**src/rtl/im_access_ctrl.sv**
```systemverilog
// Arbitrates the single-ported instruction memory between the CPU fetch port and the
// program loader: loader-only during boot, then fetch priority with a loader starvation guard.
module im_access_ctrl #(
    parameter int AW         = 14,
    parameter int DW         = 32,
    parameter int BOOT_BASE  = 3072,
    parameter int STARVE_MAX = 4
) (
    input  logic          clk,
    input  logic          rst_n,
    input  logic          ld_req,
    input  logic [AW-1:0] ld_addr,
    input  logic [DW-1:0] ld_wdata,
    input  logic          ld_last,
    output logic          ld_gnt,
    output logic          ld_err,
    input  logic          if_req,
    input  logic [AW-1:0] if_addr,
    output logic          if_gnt,
    output logic          if_rvalid,
    output logic [DW-1:0] if_rdata,
    output logic          cpu_stall,
    output logic          boot_done,
    output logic          mem_en,
    output logic          mem_we,
    output logic [AW-1:0] mem_addr,
    output logic [DW-1:0] mem_wdata,
    input  logic [DW-1:0] mem_rdata
);

    localparam int            SW         = $clog2(STARVE_MAX + 1);
    localparam logic [AW-1:0] BASE_ADDR  = AW'(BOOT_BASE);
    localparam logic [SW-1:0] STARVE_LIM = SW'(STARVE_MAX);

    typedef enum logic {
        BOOT,
        RUN
    } state_t;

    state_t        state;
    state_t        state_nxt;
    logic [SW-1:0] starve_cnt;
    logic [SW-1:0] starve_nxt;
    logic          oor;
    logic          ld_in_range;

    assign ld_in_range = (ld_addr >= BASE_ADDR);

    always_ff @(posedge clk or negedge rst_n) begin
        if (!rst_n) begin
            state      <= BOOT;
            starve_cnt <= '0;
            if_rvalid  <= 1'b0;
            oor        <= 1'b0;
            ld_err     <= 1'b0;
        end else begin
            state      <= state_nxt;
            starve_cnt <= starve_nxt;
            if_rvalid  <= if_gnt;
            oor        <= (if_addr < BASE_ADDR);
            ld_err     <= ld_gnt & ~ld_in_range;
        end
    end

    // At most one grant per cycle; the starvation counter only runs once booted.
    always_comb begin
        state_nxt  = state;
        starve_nxt = '0;
        ld_gnt     = 1'b0;
        if_gnt     = 1'b0;
        case (state)
            BOOT: begin
                ld_gnt = ld_req;
                if (ld_req && ld_last) begin
                    state_nxt = RUN;
                end
            end
            RUN: begin
                if (ld_req && (starve_cnt == STARVE_LIM)) begin
                    ld_gnt = 1'b1;
                end else if (if_req) begin
                    if_gnt = 1'b1;
                end else begin
                    ld_gnt = ld_req;
                end
                if (ld_gnt) begin
                    starve_nxt = '0;
                end else if (ld_req) begin
                    starve_nxt = (starve_cnt == STARVE_LIM) ? STARVE_LIM : starve_cnt + 1'b1;
                end
            end
            default: state_nxt = BOOT;
        endcase
    end

    // RUN is only ever entered by accepting the last boot word, so it doubles as the sticky flag.
    assign boot_done = (state == RUN);
    assign cpu_stall = ~boot_done | (if_req & ~if_gnt);
    assign mem_en    = ld_gnt | if_gnt;
    assign mem_we    = ld_gnt & ld_in_range;
    assign mem_addr  = ld_gnt ? ld_addr : if_addr;
    assign mem_wdata = ld_wdata;
    assign if_rdata  = oor ? '0 : mem_rdata;

endmodule

```
**config.mk**
```make
export PLATFORM = sky130hd
export DESIGN_NAME = im_access_ctrl
export DESIGN_NICKNAME = d
export VERILOG_FILES = /design/src/rtl/im_access_ctrl.sv
export SDC_FILE = /design/constraint.sdc
export NUM_CORES = 1
export LEC_CHECK = 0
export CAP_MARGIN = 20
export CORE_ASPECT_RATIO = 0.6
export CORE_UTILIZATION = 20
export DETAILED_ROUTE_END_ITERATION = 10
export PLACE_DENSITY = 0.89
export SYNTH_ARGS = -nofsm -noshare
export SYNTH_HDL_FRONTEND = slang
export SYNTH_SLANG_ARGS = --single-unit
```
**constraint.sdc**
```tcl
create_clock -name clk -period 2.15 [get_ports clk]
set_input_delay 0.3225 -clock clk [delete_from_list [all_inputs] [get_ports clk]]
set_output_delay 0.3225 -clock clk [all_outputs]
set_load 0.03 [all_outputs]
```
== Word-level counts from Yosys, hierarchy flattened ==
Cells that the tools add are included.
W data, S select, Z words.

* Register bits after elaboration: 7
* Latch bits: 0
* Bits in writable memories: 0
* Memory bits (read-only): 0
* Bits of input ports: 97
* Output and inout bits: 86
* Logic and storage cells: 34
* Memories: 0

* Add/subtract/negate cells: 1
* $mul: 0
* Div/mod/pow operators: 0
* $lt $le $gt $ge: 2
* Equal/unequal tests: 1
* Shift operators: 0
* Multiplexer cells: 15
* Bitwise operators: 8
* Reductions and logical operators: 2

{| class="wikitable"
|+ Operators by type and width
! kind !! count
|-
| $mux W32 || 1
|-
| $ge A14 B12 Y1 const B || 1
|-
| $lt A14 B12 Y1 const B || 1
|-
| $mux W14 || 1
|-
| $mux W3 || 4
|-
| $mux W1 || 8
|-
| $add A3 B1 Y3 const B || 1
|-
| $and A1 B1 Y1 || 3
|-
| $eq A3 B3 Y1 const B || 1
|-
| $not A1 Y1 || 3
|-
| $logic_and A1 B1 Y1 || 2
|-
| $or A1 B1 Y1 || 2
|-
| $pmux W1 S2 || 1
|}

== Longest topological paths before layout ==
Gate-level depths: netlist (run 1).

* Word-level depth: 7
* Depth in mapped cells: 7
* Mapped depth without buffers: 5

== Worst setup path before layout (run 1) ==
Ideal clock, no wire load.

* Path kind: register to output
* Start: reg starve_cnt[0]
* End: out mem_addr[10]
* Data arrival time: 1.630 ns
* Data required time: 1.827 ns
* Slack: 0.198 ns
* Stages on the path, launching flop included: 8
* Buffers on the path: 2
* Cell sequence: dfrtp_1 inv_1 ha_1 and2_4 buf_6 o21ai_4 buf_12 mux2_4

* Word-level cells in the longest chain between the ends: 6

{| class="wikitable"
|+ RTL lines
! what !! line !! RTL
|-
| start: declaration || 42 || <nowiki>logic [SW-1:0] starve_cnt;</nowiki>
|-
| start signal: assignment || 58 || <nowiki>starve_cnt <= starve_nxt;</nowiki>
|-
| $eq A3 B3 Y1 || 79 || <nowiki>if (ld_req && (starve_cnt == STARVE_LIM)) begin</nowiki>
|-
| $logic_and A1 B1 Y1 || 79 ||
|-
| $mux W1 || 79 ||
|-
| $mux W1 || 71 || <nowiki>case (state)</nowiki>
|-
| $pmux W1 S2 || 71 ||
|-
| $mux W14 || 101 || <nowiki>assign mem_addr = ld_gnt ? ld_addr : if_addr;</nowiki>
|-
| end: declaration || 26 || <nowiki>output logic [AW-1:0] mem_addr,</nowiki>
|}

No other way between the ends. The select of a mux whose other input is x is not followed.

== Worst setup path in the final report (run 1) ==
* Start: reg starve_cnt[0]
* End: out mem_addr[6]

The elaborated chain is that of the path after synthesis.

==> parameters.txt, run 1 <==
Parameter                              Value

Timing
  Setup repair after global routing missed its margin ... yes
  Worst Skew ... 0.000963 ns
  Slew Limit Fails ... 0
  Maximum clock frequency ... 0.462 GHz
  Setup TNS ... -0.0772 ns
  Final critical path time including I/O delays and setup ... 2.16 ns
  Hold Fails Final Rpt ... 0
  Fin worst setup slack ... -0.0143 ns
  Worst-margin pin slew ... 0.329 ns
  Total setup violations reported at the end of the flow ... 7
  Slew margin rel. ... 0.780
  Fraction of the cycle the final worst path needs ... 1.01

Global route
  Final global-route overflow total ... 0
  First-pass GRT wire length ... 4.70 mm
  Vias in the first global route ... 1,042
  GR Util All Layers ... 0.110
  Maximum number of pins on one net before global-route repair ... 33
  Initial antenna violation count ... 0

Place
  Port Buf Inserts ... 118
  Routability congestion estimate ... 0.701
  Post-placement worst setup slack ... -0.352 ns
  Detailed-placement wirelength estimate ... 2.66 mm
  Cell Count Post-Placement ... 266

Yosys
  Yosys warning total ... 0
  Summed instance area of the synthesized netlist ... 995 sq um
  Count of mapped cells out of synthesis ... 113
  Number of different library cells in the post-synthesis netlist ... 22
  Fraction of the yosys area taken by sequential cells ... 0.176
  Register bit count reported by yosys ... 7
  Mean post-synth cell area ... 8.80 sq um
  Synthesized net count ... 212

Power and ir drop
  Reported leakage power ... 0.978 nW
  Power Total ... 0.845 mW
  PwrDens ... 381 nW/um^2
  Worst vdd ir ... 150 uV

Route
  Met3 wirelength from detailed routing ... 440 microns
  Routed length per placed instance ... 11.6 microns
  Detailed-route via count ... 1,088
  DRC errors left ... 0
  Count of antenna-violating nets left after detailed routing ... 0
  Ratio of routed vias to standard cells ... 3.93
  Sum of met2 wire segment lengths after detailed routing ... 1.60 mm
  Starting DRT DRC Count ... 3
  Post-Route M1 WL ... 1.17 mm
  Routed Wire Length ... 3.22 mm
  Number of search-and-repair iterations in the first detailed-routing pass ... 2
  Highest metal layer with signal wires ... met3

Worst setup path
  Arrival time worst endpoint ... 1.84 ns
  Critical Path RT ... 1.83 ns
  Critical Path Sink Type ... primary output
  Worst Reg-to-Reg Cells ... 7
  Flop-to-flop setup slack ... 0.78 ns
  Launching point of the worst reg2reg path ... starve_cnt[0]
  Critical R2R Capture ... ld_err
  Startpoint types ... register
  Critical path class ... register to primary output
  Crit-path max FO ... 7

Floorplan
  Number of primary I/O pins ... 183
  Row cnt ... 19
  Die Outline Area ... 5270 sq um
  Die outline height ... 56.6 microns
  Initial Utilization ... 0.212
  Width of the chip ... 93.0 microns
  CORE AREA ... 4680 sq um

Clock network
  Worst skew pair latency ... 0.22 ns
  CTS Root Cell ... sky130_fd_sc_hd__clkbuf_8
  TritonCTS Buffers ... 3
  Total number of H-tree levels ... 1
  Maximum buffer depth of the clock tree ... 2
  Clk pin slew, worst setup/hold paths ... 0.04 ns
  Number of buffers inserted by hold repair at cts ... 0
  TritonCTS clock tree ... yes
  Clock sink count ... 7

Final layout
  Multi-input gate area in the final layout ... 551 sq um
  Ratio of cells with drive above 1 in the final layout ... 0.243
  Count of inserted antenna diode cells ... 0
  Filler cells ... 452
  Area Overhead vs Synth ... 123%
  Post-layout nets ... 314
  Post-route non-filler standard cell count ... 277
  Area used by sequential logic in the layout ... 175 sq um

Job
  Max Cap Viol ... 0

Status
  Outcome ... complete, but fails checks
  Failing checks ... setup timing

Hold path
  Type of the worst min-delay path ... input pin to asynchronous set/reset pin
## registers in the layout, summed over array words and instances (netlist names)
register / count
if_rvalid: 1
ld_err: 1
starve_cnt: 3
oor: 1
boot_done: 1
## Yosys cell counts
| cell type | number | area [sq um] |
|---|---|---|
| sky130_fd_sc_hd__nor2b_1 | 33 | 206 |
| sky130_fd_sc_hd__mux2_2 | 7 | 78.8 |
| sky130_fd_sc_hd__mux2_4 | 7 | 105 |
| sky130_fd_sc_hd__ha_1 | 2 | 25.0 |
| sky130_fd_sc_hd__a211oi_1 | 2 | 15.0 |
| sky130_fd_sc_hd__inv_1 | 3 | 11.3 |
| sky130_fd_sc_hd__nor2_1 | 3 | 11.3 |
| sky130_fd_sc_hd__nand2_1 | 2 | 7.51 |
| sky130_fd_sc_hd__o21ai_4 | 1 | 16.3 |
| sky130_fd_sc_hd__nor3b_1 | 1 | 7.51 |
| sky130_fd_sc_hd__buf_4 | 32 | 240 |
| sky130_fd_sc_hd__mux2i_1 | 1 | 10.0 |
| sky130_fd_sc_hd__buf_6 | 1 | 11.3 |
| sky130_fd_sc_hd__a21oi_1 | 1 | 5.00 |
| sky130_fd_sc_hd__nand2b_1 | 1 | 6.26 |
| sky130_fd_sc_hd__a21o_1 | 1 | 7.51 |
| sky130_fd_sc_hd__and2_4 | 1 | 8.76 |
| sky130_fd_sc_hd__nor3_1 | 1 | 5.00 |
| sky130_fd_sc_hd__nand3_1 | 2 | 10.0 |
| sky130_fd_sc_hd__buf_12 | 1 | 20.0 |
| sky130_fd_sc_hd__clkbuf_1 | 3 | 11.3 |
| sky130_fd_sc_hd__dfrtp_1 | 7 | 175 |
## routing by layer
| metal | global-route usage | vias to the layer above |
|---|---|---|
| li1 | - | 529 |
| met1 | 0.110 | 469 |
| met2 | 0.204 | 90 |
| met3 | 0.0556 | 0 |
| met4 | 0.0264 | 0 |
| met5 | 0 | - |
## where the power goes
part,switching (mW),internal [mW]
clock,0.0535,0.128
sequential,0.00143,0.137
combinational,0.233,0.292
## stage by stage
stage / utilization / area, sq um / hold WS, ns
after global routing: 0.473 / 2220 / 0.390
after CTS: 0.446 / 2090 / 0.369
after floorplan: - / 995 / 0.0269
final: 0.473 / 2220 / 0.359
after detailed placement: 0.437 / 2050 / 0.520
after global placement: 0.437 / 2050 / 0.514
## cell families (layout without fill, tap and decap cells)
logic type | after synthesis | after routing | synth area share
compound gates | 5 | 5 | 0.0440
fa+ha+maj | 2 | 2 | 0.0252
buf+inv | 40 | 141 | 0.296
flops | 7 | 7 | 0.176
mux | 15 | 15 | 0.195
simple gates | 44 | 44 | 0.264
## area by class of cell
class / count / area share
timing repair buffer: 134 / 0.612
multi-input combinational: 66 / 0.248
inverter: 3 / 0.00508
tap: 63 / 0.0356
clock buffer: 4 / 0.0203
sequential: 7 / 0.0791
## layout by cell type, fill, tap and decap left out, types with 3 or more instances in the layout
cell,synthesis,final
sky130_fd_sc_hd__buf_4,32,12
sky130_fd_sc_hd__dfrtp_1,7,7
sky130_fd_sc_hd__nor2b_1,33,33
sky130_fd_sc_hd__nor2_1,3,3
sky130_fd_sc_hd__clkdlybuf4s50_1,0,99
sky130_fd_sc_hd__inv_1,3,3
sky130_fd_sc_hd__buf_6,1,15
sky130_fd_sc_hd__clkbuf_8,0,3
sky130_fd_sc_hd__mux2_4,7,13
## worst max-delay path, cell delays in order (launching register included)
cell                      delay, ns
sky130_fd_sc_hd__dfrtp_1       0.34
sky130_fd_sc_hd__inv_1         0.05
sky130_fd_sc_hd__ha_2          0.18
sky130_fd_sc_hd__and2_4        0.17
sky130_fd_sc_hd__o21ai_4       0.19
sky130_fd_sc_hd__buf_12        0.16
sky130_fd_sc_hd__buf_4         0.11
sky130_fd_sc_hd__mux2_4        0.29
sky130_fd_sc_hd__buf_6         0.14
## how the worst max path moves through the flow
stage / start / to / cells after the start
global route: starve_cnt[1] / mem_addr[3] / 8
finish: starve_cnt[0] / mem_addr[6] / 8
detailed placement: if_req / mem_addr[5] / 6
floorplan: starve_cnt[0] / mem_addr[10] / 7
global placement: if_req / mem_addr[2] / 6
CTS: starve_cnt[0] / mem_addr[5] / 7
## repair_timing
| action | in CTS | in global routing |
|---|---|---|
| setup buffers | 4 | 2 |
| resized for setup | 81 | 33 |
| setup endpoints to repair | 16 | 11 |
| pin swaps | 0 | 1 |
| cloned | 0 | 1 |
Power figures use the tool's default switching activity.
==> run 2: changes to the inputs <==
--- a/config.mk
+++ b/config.mk
@@ -8,6 +8,8 @@
 export CAP_MARGIN = 20
 export CORE_ASPECT_RATIO = 0.6
 export CORE_UTILIZATION = 20
+export CTS_CLUSTER_DIAMETER = 100
+export CTS_CLUSTER_SIZE = 8
 export DETAILED_ROUTE_END_ITERATION = 10
 export PLACE_DENSITY = 0.89
 export SYNTH_ARGS = -nofsm -noshare
==> results of run 2 <==
Final layout, timing and power as in run 1 (identical DEF).
==> run 3: changes to the inputs <==
==> constraint.sdc (replaced) <==
create_clock -name clk -period 2.3 [get_ports clk]
set_input_delay 0.345 -clock clk [delete_from_list [all_inputs] [get_ports clk]]
set_output_delay 0.345 -clock clk [all_outputs]
set_load 0.03 [all_outputs]
==> run 3 against run 2 <==
- first-iteration DRC count is 33% higher
- die area unchanged
- the run now ends clean
- worst hold slack gained 0.018 ns
- clock power is 9% lower
- routed wire length decreased by 10%
- via count shrank 3.3%
- final area decreased by 9.0%
==> parameters.txt, run 3 (synthesis gave the netlist of run 1 again) <==
Parameter                              Value

Global route
  Maximum number of pins on one net before global-route repair ... 33
  First-pass GRT wire length ... 4.37 mm
  GR Util All Layers ... 0.102
  Vias in the first global route ... 1,023
  Initial antenna violation count ... 0
  Final global-route overflow total ... 0

Timing
  Fin worst setup slack ... 0.127 ns
  Hold Fails Final Rpt ... 0
  Maximum clock frequency ... 0.460 GHz
  Post-Route Hold Slack ... 0.376 ns
  Fraction of the cycle the final worst path needs ... 0.945
  Setup repair after global routing missed its margin ... no
  Worst Skew ... 0.00216 ns
  Worst-margin pin slew ... 0.323 ns
  Slew Limit Fails ... 0
  Total setup violations reported at the end of the flow ... 0
  Final critical path time including I/O delays and setup ... 2.17 ns
  Slew margin rel. ... 0.784

Final layout
  Flip-flop count of the largest register after layout ... 3
  Most common cell after layout, fill and taps aside ... sky130_fd_sc_hd__clkdlybuf4s50_1
  Leading cell types in the layout, fill and taps excluded ... 100 x sky130_fd_sc_hd__clkdlybuf4s50_1, 33 x sky130_fd_sc_hd__nor2b_1, 14 x sky130_fd_sc_hd__buf_2
  Post-layout nets ... 306
  Count of inserted antenna diode cells ... 0
  Area Overhead vs Synth ... 103%
  Ratio of cells with drive above 1 in the final layout ... 0.209
  Register name with the most flops ... starve_cnt
  Post-route non-filler standard cell count ... 269

Worst setup path
  Critical path class ... register to primary output
  Critical Path Slowest Stage Cell ... sky130_fd_sc_hd__mux2_2
  Kind of cell adding the most delay to the critical path ... buffers and inverters
  Critical Path RT ... 1.96 ns
  Arrival time worst endpoint ... 1.83 ns
  Flop-to-flop setup slack ... 0.93 ns
  Chain of cells forming the critical path ... inv_1, ha_1, and2_4, o21ai_4, buf_12, mux2_2, buf_2
  Slowest stage delay, CP ... 0.34 ns
  Critical Path Sink Type ... primary output
  Crit-path max FO ... 16
  Startpoint types ... register
  Number of buffers and inverters on the critical path ... 3

Clock network
  Number of buffers inserted by hold repair at cts ... 0
  Total number of H-tree levels ... 1
  Clock sink count ... 7
  CTS Root Cell ... sky130_fd_sc_hd__clkbuf_8
  TritonCTS clock tree ... yes
  Maximum buffer depth of the clock tree ... 2
  Clk pin slew, worst setup/hold paths ... 0.04 ns
  TritonCTS Buffers ... 3
  Number of setup buffers added after CTS ... 0
  Worst skew pair latency ... 0.22 ns

Route
  Count of antenna-violating nets left after detailed routing ... 0
  Number of search-and-repair iterations in the first detailed-routing pass ... 2
  Detailed-route via count ... 1,052
  Routed length per placed instance ... 10.8 microns
  Routed Wire Length ... 2.89 mm
  Starting DRT DRC Count ... 4
  DRC errors left ... 0
  Ratio of routed vias to standard cells ... 3.91

Power and ir drop
  Power Total ... 0.736 mW
  PwrDens ... 365 nW/um^2
  Worst vdd ir ... 239 uV
  Reported leakage power ... 0.879 nW

Place
  Routability congestion estimate ... 0.720
  Port Buf Inserts ... 118
  Detailed-placement wirelength estimate ... 2.55 mm
  Cell Count Post-Placement ... 265
  Post-placement worst setup slack ... -0.264 ns

Floorplan
  Number of primary I/O pins ... 183
  Row cnt ... 19
  Die Outline Area ... 5270 sq um
  Width of the chip ... 93.0 microns
  CORE AREA ... 4680 sq um
  Initial Utilization ... 0.212
  Die outline height ... 56.6 microns

Hold path
  Type of the worst min-delay path ... input pin to asynchronous set/reset pin

Job
  Max Cap Viol ... 0

Status
  Outcome ... finished clean
[run 3: cell types whose count changed in the layout (fill, tap and decap cells not counted), moves of 3 or more]
cell / previous run / this run
sky130_fd_sc_hd__buf_6: 15 / 0
sky130_fd_sc_hd__buf_2: 2 / 14
sky130_fd_sc_hd__mux2_2: 1 / 7
sky130_fd_sc_hd__mux2_4: 13 / 7
sky130_fd_sc_hd__buf_4: 12 / 9
[run 3: power by group]
group | switching [mW] | leakage [nW] | internal [mW]
Clock | 0.0471 | 0.0228 | 0.119
Sequential | 0.00130 | 0.0882 | 0.128
Combinational | 0.208 | 0.769 | 0.232
[run 3: repair_timing]
action                     in CTS  in global routing
resized for setup              43                 29
setup endpoints to repair      15                 15
pin swaps                       0                  0
[run 3: area by class of cell]
cell class / instances / area [sq um]
Sequential cell: 7 / 175
Multi-Input combinational cell: 66 / 526
Tap cell: 63 / 78.8
Inverter: 3 / 11.3
Timing Repair Buffer: 126 / 1180
Clock buffer: 4 / 45.0
Fill cell: 460 / 2670
[run 3: worst paths after layout]
path                          startpoint       endpoint  cells after the start
max                        starve_cnt[0]    mem_addr[5]                      7
max in group asynchronous          rst_n  starve_cnt[0]                      1
min reg2reg                starve_cnt[0]  starve_cnt[0]                      2
min                                rst_n      if_rvalid                      1
min in group clk           starve_cnt[0]  starve_cnt[0]                      2
max reg2reg                starve_cnt[0]         ld_err                      7
[run 3: per-stage QoR]
stage,utilization,TNS (ns),cell area (sq um)
2_1_floorplan,-,0,995
3_5_place_dp,0.435,-3.26,2040
5_1_grt,0.430,0,2020
6_report,0.430,0,2020
3_3_place_gp,0.435,-2.80,2040
4_1_cts,0.449,0,2100
[run 3: metal layers]
metal,GRT usage,vias to the layer above,wire length (microns)
li1,-,513,-
met1,0.102,443,1040
met2,0.182,94,1400
met3,0.0610,2,432
met4,0.0264,0,22
met5,0,-,0
